[src/rtl/uart_pkg.sv]
// Shared UART types: receiver state encoding, word-length codes, default
// oversampling ratio, the received-character record and parity helper.
package uart_pkg;

  localparam int unsigned OVERSAMPLE = 16;

  typedef enum logic [2:0] {
    ST_IDLE     = 3'd0,
    ST_START    = 3'd1,
    ST_DATA     = 3'd2,
    ST_PARITY   = 3'd3,
    ST_STOP     = 3'd4,
    ST_BRK_WAIT = 3'd5
  } rx_state_e;

  typedef enum logic [1:0] {
    WLS_5 = 2'b00,
    WLS_6 = 2'b01,
    WLS_7 = 2'b10,
    WLS_8 = 2'b11
  } wls_e;

  typedef struct packed {
    logic [7:0] data;
    logic       pe;
    logic       fe;
    logic       bi;
  } rx_char_t;

  // Index of the last data bit for a word-length code (4..7).
  function automatic logic [2:0] last_bit_idx(input wls_e wls);
    return 3'd4 + {1'b0, wls};
  endfunction

  // Parity bit the transmitter should have sent for this character.
  function automatic logic parity_expected(input logic [7:0] data,
                                           input logic       eps,
                                           input logic       sp);
    logic p_s;
    if (sp) begin
      p_s = ~eps;
    end else if (eps) begin
      p_s = ^data;
    end else begin
      p_s = ~(^data);
    end
    return p_s;
  endfunction

endpackage

[src/rtl/uart_rx_if.sv]
// Character handshake between the UART receiver and its RX FIFO.
interface uart_rx_if;
  logic [7:0] rx_data_o;
  logic       rx_valid_o;
  logic       rx_ready_i;
  logic       pe_o;
  logic       fe_o;
  logic       bi_o;

  modport master (
    output rx_data_o, rx_valid_o, pe_o, fe_o, bi_o,
    input  rx_ready_i
  );

  modport slave (
    input  rx_data_o, rx_valid_o, pe_o, fe_o, bi_o,
    output rx_ready_i
  );
endinterface

[src/rtl/uart_sync.sv]
// Two-flop synchronizer for asynchronous single-bit inputs (RX, CTS, DSR).
// RESET_VAL lets idle-high and idle-low lines come out of reset inactive.
module uart_sync #(
  parameter logic RESET_VAL = 1'b1
) (
  input  logic clk_i,
  input  logic rst_ni,
  input  logic d_i,
  output logic q_o
);

  logic meta_r;
  logic sync_r;

  // Shift the asynchronous input through two flops.
  always_ff @(posedge clk_i or negedge rst_ni) begin
    if (!rst_ni) begin
      meta_r <= RESET_VAL;
      sync_r <= RESET_VAL;
    end else begin
      meta_r <= d_i;
      sync_r <= meta_r;
    end
  end

  assign q_o = sync_r;

endmodule

[src/rtl/uart_rx.sv]
// UART receiver: oversampled start detection, mid-bit sampling, parity,
// framing and break checks, and a one-entry holding register toward the FIFO.
module uart_rx
  import uart_pkg::*;
#(
  parameter int unsigned OVERSAMPLE = uart_pkg::OVERSAMPLE
) (
  input  logic       clk_i,
  input  logic       rst_ni,
  input  logic       baud_tick_i,
  input  logic       rx_i,
  input  logic [1:0] wls_i,
  input  logic       pen_i,
  input  logic       eps_i,
  input  logic       sp_i,
  uart_rx_if.master  rx_bus,
  output logic       overrun_o,
  output logic       busy_o
);

  localparam logic [3:0] SAMPLE_PT = 4'(OVERSAMPLE / 2 - 1);
  localparam logic [3:0] CNT_MAX   = 4'(OVERSAMPLE - 1);

  logic       rx_s;
  logic       rx_prev_r;
  rx_state_e  state_r;
  rx_state_e  state_s;
  logic [3:0] tick_cnt_r;
  logic [2:0] bit_cnt_r;
  logic [7:0] data_r;
  logic       any_one_r;
  logic       pe_calc_r;
  wls_e       wls_r;
  logic       pen_r;
  logic       eps_r;
  logic       sp_r;
  rx_char_t   hold_r;
  rx_char_t   new_char_s;
  logic       valid_r;
  logic       overrun_r;
  logic       busy_r;

  logic       sample_s;
  logic       last_bit_s;
  logic       brk_s;
  logic       start_det_s;
  logic       shift_en_s;
  logic       par_en_s;
  logic       cpl_s;

  uart_sync #(.RESET_VAL(1'b1)) u_rx_sync (
    .clk_i  (clk_i),
    .rst_ni (rst_ni),
    .d_i    (rx_i),
    .q_o    (rx_s)
  );

  assign sample_s   = baud_tick_i && (tick_cnt_r == SAMPLE_PT);
  assign last_bit_s = (bit_cnt_r == last_bit_idx(wls_r));
  assign brk_s      = ~rx_s & ~any_one_r;

  // Previous synchronized line level for falling-edge detection.
  always_ff @(posedge clk_i or negedge rst_ni) begin
    if (!rst_ni) begin
      rx_prev_r <= 1'b1;
    end else begin
      rx_prev_r <= rx_s;
    end
  end

  // FSM state register.
  always_ff @(posedge clk_i or negedge rst_ni) begin
    if (!rst_ni) begin
      state_r <= ST_IDLE;
    end else begin
      state_r <= state_s;
    end
  end

  // FSM next-state logic.
  always_comb begin
    state_s = state_r;
    case (state_r)
      ST_IDLE: begin
        if (start_det_s) state_s = ST_START;
        else             state_s = state_r;
      end
      ST_START: begin
        if (sample_s) state_s = rx_s ? ST_IDLE : ST_DATA;
        else          state_s = state_r;
      end
      ST_DATA: begin
        if (sample_s && last_bit_s) state_s = pen_r ? ST_PARITY : ST_STOP;
        else                        state_s = state_r;
      end
      ST_PARITY: begin
        if (sample_s) state_s = ST_STOP;
        else          state_s = state_r;
      end
      ST_STOP: begin
        if (sample_s) state_s = brk_s ? ST_BRK_WAIT : ST_IDLE;
        else          state_s = state_r;
      end
      ST_BRK_WAIT: begin
        if (rx_s) state_s = ST_IDLE;
        else      state_s = state_r;
      end
      default: state_s = ST_IDLE;
    endcase
  end

  // FSM datapath controls decoded from the current state.
  always_comb begin
    start_det_s = 1'b0;
    shift_en_s  = 1'b0;
    par_en_s    = 1'b0;
    cpl_s       = 1'b0;
    case (state_r)
      ST_IDLE:   start_det_s = rx_prev_r & ~rx_s;
      ST_DATA:   shift_en_s  = sample_s;
      ST_PARITY: par_en_s    = sample_s;
      ST_STOP:   cpl_s       = sample_s;
      default: begin
        start_det_s = 1'b0;
      end
    endcase
  end

  // Oversampling counter, phase-aligned to the detected start edge.
  always_ff @(posedge clk_i or negedge rst_ni) begin
    if (!rst_ni) begin
      tick_cnt_r <= 4'd0;
    end else if (start_det_s) begin
      tick_cnt_r <= 4'd0;
    end else if (baud_tick_i && (state_r != ST_IDLE)) begin
      tick_cnt_r <= (tick_cnt_r == CNT_MAX) ? 4'd0 : tick_cnt_r + 4'd1;
    end else begin
      tick_cnt_r <= tick_cnt_r;
    end
  end

  // Frame configuration latch, data shifter and parity/break bookkeeping.
  always_ff @(posedge clk_i or negedge rst_ni) begin
    if (!rst_ni) begin
      wls_r     <= WLS_5;
      pen_r     <= 1'b0;
      eps_r     <= 1'b0;
      sp_r      <= 1'b0;
      bit_cnt_r <= 3'd0;
      data_r    <= 8'h00;
      any_one_r <= 1'b0;
      pe_calc_r <= 1'b0;
    end else if (start_det_s) begin
      wls_r     <= wls_e'(wls_i);
      pen_r     <= pen_i;
      eps_r     <= eps_i;
      sp_r      <= sp_i;
      bit_cnt_r <= 3'd0;
      data_r    <= 8'h00;
      any_one_r <= 1'b0;
      pe_calc_r <= 1'b0;
    end else if (shift_en_s) begin
      data_r[bit_cnt_r] <= rx_s;
      bit_cnt_r         <= bit_cnt_r + 3'd1;
      any_one_r         <= any_one_r | rx_s;
    end else if (par_en_s) begin
      pe_calc_r <= rx_s ^ parity_expected(data_r, eps_r, sp_r);
      any_one_r <= any_one_r | rx_s;
    end else begin
      bit_cnt_r <= bit_cnt_r;
    end
  end

  // Character assembled at the stop-bit sample; a break reports a zero byte.
  always_comb begin
    new_char_s = '0;
    if (brk_s) begin
      new_char_s.data = 8'h00;
      new_char_s.pe   = 1'b0;
      new_char_s.fe   = 1'b1;
      new_char_s.bi   = 1'b1;
    end else begin
      new_char_s.data = data_r;
      new_char_s.pe   = pe_calc_r;
      new_char_s.fe   = ~rx_s;
      new_char_s.bi   = 1'b0;
    end
  end

  // Holding register: load on completion unless full and not draining.
  always_ff @(posedge clk_i or negedge rst_ni) begin
    if (!rst_ni) begin
      hold_r    <= '0;
      valid_r   <= 1'b0;
      overrun_r <= 1'b0;
    end else if (cpl_s) begin
      if (!valid_r || rx_bus.rx_ready_i) begin
        hold_r    <= new_char_s;
        valid_r   <= 1'b1;
        overrun_r <= 1'b0;
      end else begin
        overrun_r <= 1'b1;
      end
    end else begin
      overrun_r <= 1'b0;
      if (valid_r && rx_bus.rx_ready_i) valid_r <= 1'b0;
      else                              valid_r <= valid_r;
    end
  end

  // Busy flag tracks the state the FSM is entering.
  always_ff @(posedge clk_i or negedge rst_ni) begin
    if (!rst_ni) begin
      busy_r <= 1'b0;
    end else begin
      busy_r <= (state_s != ST_IDLE);
    end
  end

  assign rx_bus.rx_data_o  = hold_r.data;
  assign rx_bus.pe_o       = hold_r.pe;
  assign rx_bus.fe_o       = hold_r.fe;
  assign rx_bus.bi_o       = hold_r.bi;
  assign rx_bus.rx_valid_o = valid_r;
  assign overrun_o         = overrun_r;
  assign busy_o            = busy_r;

endmodule

[src/flat_wrapper.sv]
// flat-port wrapper written by rule: the top's interface ports become plain ports
module uart_rx_flat import uart_pkg::*;
#(
  parameter int unsigned OVERSAMPLE = uart_pkg::OVERSAMPLE
)
  (clk_i, rst_ni, baud_tick_i, rx_i, wls_i, pen_i, eps_i, sp_i, overrun_o, busy_o, rx_bus_rx_data_o, rx_bus_rx_valid_o, rx_bus_pe_o, rx_bus_fe_o, rx_bus_bi_o, rx_bus_rx_ready_i);
  uart_rx_if rx_bus_i ();
  input  logic clk_i;
  input  logic rst_ni;
  input  logic baud_tick_i;
  input  logic rx_i;
  input  logic [1:0] wls_i;
  input  logic pen_i;
  input  logic eps_i;
  input  logic sp_i;
  output logic overrun_o;
  output logic busy_o;
  output wire logic [$bits(rx_bus_i.rx_data_o)-1:0] rx_bus_rx_data_o;
  output wire logic [$bits(rx_bus_i.rx_valid_o)-1:0] rx_bus_rx_valid_o;
  output wire logic [$bits(rx_bus_i.pe_o)-1:0] rx_bus_pe_o;
  output wire logic [$bits(rx_bus_i.fe_o)-1:0] rx_bus_fe_o;
  output wire logic [$bits(rx_bus_i.bi_o)-1:0] rx_bus_bi_o;
  input wire logic [$bits(rx_bus_i.rx_ready_i)-1:0] rx_bus_rx_ready_i;
  assign rx_bus_rx_data_o = rx_bus_i.rx_data_o;
  assign rx_bus_rx_valid_o = rx_bus_i.rx_valid_o;
  assign rx_bus_pe_o = rx_bus_i.pe_o;
  assign rx_bus_fe_o = rx_bus_i.fe_o;
  assign rx_bus_bi_o = rx_bus_i.bi_o;
  assign rx_bus_i.rx_ready_i = rx_bus_rx_ready_i;
  uart_rx #(.OVERSAMPLE(OVERSAMPLE)) u_core (.clk_i(clk_i), .rst_ni(rst_ni), .baud_tick_i(baud_tick_i), .rx_i(rx_i), .wls_i(wls_i), .pen_i(pen_i), .eps_i(eps_i), .sp_i(sp_i), .rx_bus(rx_bus_i), .overrun_o(overrun_o), .busy_o(busy_o));
endmodule
[config.mk]
export PLATFORM = sky130hd
export DESIGN_NAME = uart_rx_flat
export DESIGN_NICKNAME = d
export VERILOG_FILES = /design/src/rtl/uart_pkg.sv /design/src/rtl/uart_rx_if.sv /design/src/rtl/uart_sync.sv /design/src/rtl/uart_rx.sv /design/src/flat_wrapper.sv
export SDC_FILE = /design/constraint.sdc
export NUM_CORES = 1
export LEC_CHECK = 0
export BUFFER_PORTS_ARGS = -buffer_cell sky130_fd_sc_hd__clkbuf_2
export CAP_MARGIN = 5
export CORE_MARGIN = 8
export CORE_UTILIZATION = 62
export DETAILED_ROUTE_END_ITERATION = 8
export PLACE_DENSITY = 0.84
export SLEW_MARGIN = 10
export SYNTH_ARGS = -nofsm -noshare
export SYNTH_HDL_FRONTEND = slang
export SYNTH_SLANG_ARGS = --single-unit
[constraint.sdc]
create_clock -name clk_i -period 2.67 [get_ports clk_i]
set_clock_uncertainty 0.1 [all_clocks]
set_input_delay 0.4005 -clock clk_i [delete_from_list [all_inputs] [get_ports clk_i]]
set_output_delay 0.4005 -clock clk_i [all_outputs]
set_load 0.005 [all_outputs]
# After elaboration in Yosys (flattened, before gate mapping)
# Cells that the tools add are included.
# word_totals
regBits	42
input_bits	10
output_inout_bits	14
wordCells	103
# classes
n_addsub	3
magnitude_cmp	2
eq_ne	10
mux	41
n_bitwise	8
reduce_logical	19
# op_table
op	n
2-to-1 mux 3 bit	10
2-to-1 mux 1 bit	21
one-hot mux 3 bit (6 select lines)	1
2-to-1 mux 8 bit	2
2-to-1 mux 4 bit	3
2-to-1 mux 11 bit	1
nonzero test 3 bit	3
bitwise mux 8 bit	1
nonzero test 2 bit	4
XOR reduction 8 bit	1
equality test 3 x 2 -> 1 bit, second input constant	2
equality test 3 bit, second input constant	2
AND reduction 2 bit	3
logical AND 1 bit	5
adder 4 x 1 -> 4 bit, second input constant	1
equality test 4 x 3 -> 1 bit, second input constant	1
equality test 4 bit, second input constant	1
less-than comparator 3 x 4 -> 1 bit, second input constant	1
inverter 1 bit	4
adder 3 x 1 -> 3 bit, second input constant	1
adder 3 x 2 -> 3 bit, first input constant	1
demux 1 bit (select 3 bit)	1
equality test 3 x 1 -> 1 bit, second input constant	1
equality test 3 bit	1
10 further kinds	11

# Depth between registers and ports, before layout
# Gate-level depths: netlist (run 1).
# depth
word_depth	11
mapped_depth	8
mapped_depth_nobuf	7

# Hierarchy
# Synthesis (run 1) repeated with hierarchy kept, for this count alone.
# hier_totals
cells_unflattened	198
hier_area_um2	2083.2
# modules_own_cells
module	n_inst	cells_per_inst	area_per_inst_um2	seq_area_each_um2
uart_rx	1	196	2030.7	1002.2
uart_sync	1	2	52.6	52.6

# Worst setup path after synthesis (run 1)
# No wires, ideal clock.
# synth_timing
path_type	reg-to-reg
start	reg u_core.tick_cnt_r[0]
end	reg u_core.data_r[6]
setup_ns	0.120
arrival_time_ns	1.498
required_time_ns	2.450
setup_slack_ns	0.952
path_stages_with_launch	7
path_buffers	1
period_less_slack_ns	1.718
path_cell_list	dfrtp_1 ha_1 and4b_1 buf_6 nand2_4 o311a_1 a41o_1
# synth_via
elab_chain_len	4
# synth_rtl
element	line	rtl
start, declared	uart_rx.sv:28	logic [3:0] tick_cnt_r;
start signal, assigned	uart_rx.sv:136	tick_cnt_r <= (tick_cnt_r == CNT_MAX) ? 4'd0 : tick_cnt_r + 4'd1;
start signal, assigned	uart_rx.sv:138	tick_cnt_r <= tick_cnt_r;
equality test 4 x 3 -> 1 bit	uart_rx.sv:58	assign sample_s = baud_tick_i && (tick_cnt_r == SAMPLE_PT);
logical AND 1 bit	uart_rx.sv:58	
2-to-1 mux 1 bit	uart_rx.sv:118	case (state_r)
nonzero test 2 bit (no source line)	-	
end signal, assigned by index	uart_rx.sv:163	data_r[bit_cnt_r] <= rx_s;
end, declared	uart_rx.sv:30	logic [7:0] data_r;
# No other way between the ends.
# A chain may end at the register's enable or synchronous reset.

# Worst setup path after layout (run 1)
# layout_timing
start	reg u_core.tick_cnt_r[0]
end	reg u_core.data_r[3]
# The elaborated chain is that of the path after synthesis.

==> summary.md, run 1 <==
| Metric | Value |
|---|---|
| Outcome | `complete, no violations` |
| Core Footprint | `3260 µm²` |
| CP max-delay cell | `and4b_1` |
| Power Total | `1.51 mW` |
| Ant. Diodes | `0` |
| Busiest layer in global routing | `met2` |
| Mean Syn Cell Area | `9.89 µm²` |
| Leak Pwr | `1.04 nW` |
| Adder-cell share of the synthesized area | `1.21%` |
| MaxCap Viol Count | `0` |
| Worst-path maximum fanout | `11` |
| Reg power frac | `56.5%` |
| Net count after synthesis | `221` |
| RSZ-0062 raised after global routing | `false` |
| Max incr delay on CP | `0.50 ns` |
| Tightest Pin Transition | `0.989 ns` |
| CP startpoint kind | `flop` |
| Area Overhead vs Synth | `5.51%` |
| FF+latch count, synth | `42` |
| NetSw | `494 µW` |
| Setup Buffers After CTS | `0` |
| Drt first pass iters | `4` |
| Pin count of the biggest net entering global routing | `43` |
| Initial antenna violation count | `0` |
| Sequential fraction of the synthesis area | `51.0%` |
| Fillers | `290` |
| Critical Path Sink Type | `flop` |
| Post-CTS resize count | `0` |
| Average via count per standard cell | `5.35` |
| DP Wirelength | `2530 µm` |
| Largest family of logic cells by synthesized area | `simple AND/OR/NAND/NOR gates` |
| Met3 Use GR | `4.09%` |
| FF-to-FF path depth | `6` |
| Pwr dens | `695 nW/µm²` |
| CTS Sinks | `42` |
| Synth async-reset ratio | `100%` |
| Grt ovf | `0` |
| DR iter-0 viols | `50` |
| All-Layer GR Usage | `14.3%` |
| Synth Area in Simple Gates | `20.7%` |
| Hold Path End | `u_core.u_rx_sync.meta_r` |
| Min-delay worst type | `in -> reg` |
| Die Span Y | `73.7 µm` |
| WP data required | `2.84 ns` |
| FF-to-FF setup slack | `0.53 ns` |
| Starting Density | `63.4%` |
| Clk pwr share | `18.8%` |
| Hold Path Depth | `1` |
| Die Footprint | `5440 µm²` |
| DRC | `0` |
| Commonest non-fill, non-tap cell in the layout | `nand2_1` |
| Post-synthesis cell count | `209` |
| I/O Pins | `24` |
| Critical path, cell by cell | `ha_1 -> and4b_1 -> and2_4 -> nand2_4 -> nor3b_1 -> mux2i_1` |
| Commonest cells after routing, fill and taps aside | `52 x nand2_1, 39 x dfrtp_1, 23 x clkbuf_2` |
| Reg clk slew, reported paths | `0.11 ns` |
| CTS H-tree lvls | `2` |
| Final ANT Viol Nets | `0` |
| Reg2reg start | `u_core.tick_cnt_r[0]` |
| Routing usage on met2 | `22.4%` |
| Synthesis warning total | `0` |
| CTS tree | `done` |
| NumNets Final | `240` |
| CTS buffer count | `5` |
| Slew HR | `34.1%` |
| Period utilization | `80.2%` |
| Multiplexer share of the synthesized area | `2.97%` |
| Row count | `21` |
| Fmax achieved | `0.467 GHz` |
| Max-slew violation count | `0` |
| Largest cells by area after synthesis | `dfrtp_1 47%, nand2_1 9.4%, xnor2_1 4.2%` |
| Hold Startpoint | `rx_i` |
| Setup TNS | `0 ns` |
| First-pass GRT wire length | `6130 µm` |
| Clock Tree Root | `clkbuf_4` |
| Clk buf depth | `2` |
| Worst R2R End | `u_core.data_r[3]` |
| Synth Area in XOR/XNOR | `5.93%` |
| Routed WL | `3600 µm` |
| M1 GR Usage | `18.0%` |
| Clock latency at the later pin of the worst-skew pair | `0.34 ns` |
| Setup CP Type | `reg -> reg` |
| Number of flops mapped to enable cells by yosys | `0` |
| Synthesized area | `2070 µm²` |
| Library cells used by synthesis | `47` |
| Worst ir drop on vdd | `0.000414 V` |
| Setup Viol. Count Final | `0` |
| Fraction of the mapped netlist area in compound gates | `12.0%` |
| Ys flop type | `dfrtp_1` |
| Share of post-route cells with drive strength above 1 | `18.4%` |
| Vias | `1465` |
| Yosys top cell by area | `dfrtp_1` |
| Combinational share of power | `24.7%` |
| Pint | `1.02 mW` |
| Switching Share | `32.6%` |
| Port Buffers | `23` |
| Average wire per standard cell | `13.1 µm` |
| Hold_buf cts | `0` |
| Routability cong. | `0.785` |
| Critical path arrival | `2.31 ns` |
| Post-synth top area share | `47.2%` |
| Die Width | `73.7 µm` |
| Vias in the first global route | `1392` |
| Post-layout min period | `2.14 ns` |
| Final Hold Fails | `0` |
## routing by layer
layer	vias to the layer above	routed length, µm
met5	-	0
met4	0	42
met3	5	146
met2	26	1620
met1	685	1790
li1	749	-
## stage by stage
| stage | instances | utilization (%) | hold slack [ns] | setup slack, ns | area [µm²] |
|---|---|---|---|---|---|
| floorplan | 209 | - | 0.00491 | 0.952 | 2070 |
| global placement | 267 | 65.6 | 0.246 | 0.637 | 2140 |
| detailed placement | 267 | 65.6 | 0.248 | 0.549 | 2140 |
| CTS | 274 | 66.9 | 0.0168 | 0.541 | 2180 |
| global route | 274 | 66.9 | 0.00744 | 0.408 | 2180 |
| finish | 274 | 66.9 | 0.0256 | 0.527 | 2180 |
## kinds of logic after synthesis
group                    after synthesis
AO/OA/AOI/OAI                         40
buffers and inverters                 15
flip-flops                            42
multiplexers                           6
AND/OR/NAND/NOR                       90
XOR/XNOR                              14
adder cells (fa/ha/maj)                2
## Yosys cell counts (3+ instances only)
master,count
dfrtp_1,39
mux2i_1,5
nand2_1,52
o21ai_0,15
a21oi_1,9
dfstp_2,3
xnor2_1,10
xor2_1,4
nor3b_1,3
nor2_1,15
nand2b_1,3
buf_2,5
## power by group through the flow
stage,combinational (mW),clock (mW),sequential (mW)
3_5_place_dp,0.378,0,0.867
3_3_place_gp,0.368,0,0.863
6_report,0.375,0.285,0.856
5_1_grt,0.431,0.313,0.870
2_1_floorplan,0.347,0,0.825
4_1_cts,0.381,0.293,0.854
## how the worst max path moves through the flow
stage                                     from  cells past startpoint                to  slack [ns]
after floorplan           u_core.tick_cnt_r[0]                      6  u_core.data_r[6]        0.95
final                     u_core.tick_cnt_r[0]                      6  u_core.data_r[3]        0.53
after detailed placement  u_core.tick_cnt_r[0]                      6  u_core.data_r[3]        0.55
after global placement    u_core.tick_cnt_r[0]                      6  u_core.data_r[3]        0.64
after CTS                 u_core.tick_cnt_r[0]                      6  u_core.data_r[3]        0.54
after global routing      u_core.tick_cnt_r[0]                      6  u_core.data_r[3]        0.41
## critical path: cells and delay by family (launching register included)
family                   cells  cell delay (ns)
adder cells (fa/ha/maj)      1             0.23
AND/OR/NAND/NOR              4             1.11
multiplexers                 1             0.20
flip-flops                   1             0.42
## sequential cells by signal (all words and copies together), names as in the netlist, 2 cells and up
register and cells:
u_core.state_r 3, u_core.data_r 8, u_core.tick_cnt_r 4, u_core.bit_cnt_r 3, u_core.rx_bus.rx_data_o 8, u_core.wls_r 2
## final cells by class
class	count	area, µm²	share of cell area [%]
inverter	2	7.51	0.344
sequential	42	1050	48.4
timing repair buffer	25	130	5.97
multi-input combinational	152	886	40.6
tap	46	57.6	2.64
clock buffer	7	45.0	2.07
No activity file was read; power rests on OpenSTA's default activity.
==> inputs of run 2 (changes only) <==
- CORE_UTILIZATION: 62 -> 52
- PLACE_DENSITY: 0.84 -> 0.75
- clock period: 2.67 -> 1.8 ns (I/O delays scaled with it)
==> summary.md, run 2 (synthesis gave the netlist of run 1 again) <==
| Metric | Value |
|---|---|
| NumNets Final | `259` |
| Final worst slack | `-0.00955 ns` |
| Leak Pwr | `1.19 nW` |
| Setup Viol. Count Final | `1` |
| Reg power frac | `44.5%` |
| Die Span Y | `79.0 µm` |
| CTS H-tree lvls | `2` |
| Pint | `2.03 mW` |
| Reg clk slew, reported paths | `0.08 ns` |
| Dpl cell area | `2280 µm²` |
| Clock latency at the later pin of the worst-skew pair | `0.30 ns` |
| Failing checks | `setup timing` |
| Tightest Pin Transition | `0.479 ns` |
| Grt ovf | `0` |
| Die Footprint | `6250 µm²` |
| CTS Sinks | `42` |
| Average wire per standard cell | `14.5 µm` |
| Port Buffers | `23` |
| Area of the multi-input gates | `905 µm²` |
| Vias in the first global route | `1619` |
| Commonest cells after routing, fill and taps aside | `52 x nand2_1, 39 x dfrtp_1, 23 x clkbuf_2` |
| All-Layer GR Usage | `14.7%` |
| Area Overhead vs Synth | `19.9%` |
| CTS tree | `done` |
| Drt first pass iters | `4` |
| Worst ir drop on vdd | `0.000736 V` |
| Routed WL | `4310 µm` |
| First-pass GRT wire length | `7290 µm` |
| Clk buf depth | `2` |
| Switching Share | `29.1%` |
| Share of post-route cells with drive strength above 1 | `27.4%` |
| Row count | `23` |
| DRC | `0` |
| Combinational share of power | `23.5%` |
| Period utilization | `101%` |
| Hold Path End | `u_core.wls_r[1]` |
| FF-to-FF setup slack | `-0.01 ns` |
| FF-to-FF path depth | `6` |
| Pwr dens | `1150 nW/µm²` |
| I/O Pins | `24` |
| Commonest non-fill, non-tap cell in the layout | `nand2_1` |
| Clk pwr share | `32.0%` |
| Die Width | `79.0 µm` |
| Starting Density | `52.8%` |
| Post-layout util | `63.3%` |
| Hold Path Depth | `3` |
| Final Hold Fails | `0` |
| Routability cong. | `0.841` |
| CP startpoint kind | `flop` |
| Fillers | `345` |
| Critical path arrival | `1.90 ns` |
| Worst R2R End | `u_core.data_r[6]` |
| Pin count of the biggest net entering global routing | `26` |
| Outcome | `complete, but fails checks` |
| NetSw | `832 µW` |
| Final ANT Viol Nets | `0` |
| DR iter-0 viols | `49` |
| Post-layout min period | `1.81 ns` |
| Min-delay worst type | `in -> reg` |
| Reg2reg start | `u_core.tick_cnt_r[1]` |
| Average via count per standard cell | `5.27` |
| Worst-path maximum fanout | `4` |
| Max-slew violation count | `0` |
| WP data required | `1.89 ns` |
| Initial antenna violation count | `0` |
| Critical Path Sink Type | `flop` |
| Ant. Diodes | `0` |
| CTS buffer count | `5` |
| MaxCap Viol Count | `0` |
| DP Wirelength | `3060 µm` |
| Fmax achieved | `0.553 GHz` |
| Vias | `1570` |
| Register area | `1050 µm²` |
| Setup CP Type | `reg -> reg` |
| Slew HR | `68.0%` |
| Hold Startpoint | `wls_i[1]` |
| Final Cell Area | `2480 µm²` |
| Clock Tree Root | `clkbuf_8` |
| RSZ-0062 raised after global routing | `true` |
| Core Footprint | `3910 µm²` |
| Setup WS pre-CTS | `0.0278 ns` |
[run 2: repair_timing]
item / 4_1_cts / 5_1_grt
gates resized for setup: 0 / 8
buffers inserted: 0 / 2
setup endpoints to repair: 0 / 22
hold buffers: 2 / 0
endpoints found under the hold margin: 15 / 0
[run 2: per-layer routing]
metal	global-route usage (%)	vias to the layer above	routed length (µm)
met2	24.2	36	2090
li1	-	782	-
met3	4.97	7	267
met4	6.48	0	68
met1	17.0	745	1880
met5	0	-	0
[run 2: through the flow]
stage | hold slack (ns) | std cells | power, mW | setup TNS (ns)
2_1_floorplan | -0.126 | 209 | 1.74 | 0
3_3_place_gp | 0.143 | 286 | 1.89 | 0
3_5_place_dp | 0.148 | 286 | 1.93 | 0
4_1_cts | 0.0547 | 296 | 2.85 | 0
5_1_grt | 0.0732 | 298 | 3.04 | -0.306
6_report | 0.0617 | 298 | 2.86 | -0.00955
[run 2: final cells by class]
type | count | share of cell area (%)
clock buffers | 6 | 3.33
clock inverters | 2 | 2.42
inverters | 2 | 0.303
multi-input cells | 152 | 36.5
flip-flops and latches | 42 | 42.6
well taps | 50 | 2.52
repair buffers | 44 | 12.4
[run 2: worst max path at each step]
stage | startpoint | endpoint | slack (ns)
after floorplan | u_core.tick_cnt_r[0] | u_core.data_r[6] | 0.08
after global placement | u_core.tick_cnt_r[1] | u_core.data_r[6] | 0.08
after detailed placement | u_core.tick_cnt_r[1] | u_core.data_r[6] | 0.03
after CTS | u_core.tick_cnt_r[1] | u_core.data_r[6] | 0.02
after global routing | u_core.tick_cnt_r[1] | u_core.data_r[2] | -0.06
final | u_core.tick_cnt_r[1] | u_core.data_r[6] | -0.01
[run 2: power by group through the flow]
stage                     registers, mW  clock network, mW  logic, mW
final                              1.27              0.916      0.673
after global routing               1.29              0.971      0.774
after CTS                          1.26              0.932      0.659
after detailed placement           1.28                  0      0.650
after global placement             1.27                  0      0.624
after floorplan                    1.22                  0      0.515
[run 2: critical path, stage by stage, from the launching register on]
cell     delay (ns)
dfrtp_1        0.40
ha_2           0.20
and4b_2        0.28
buf_4          0.14
nand2_4        0.05
o311a_1        0.32
a41o_1         0.21
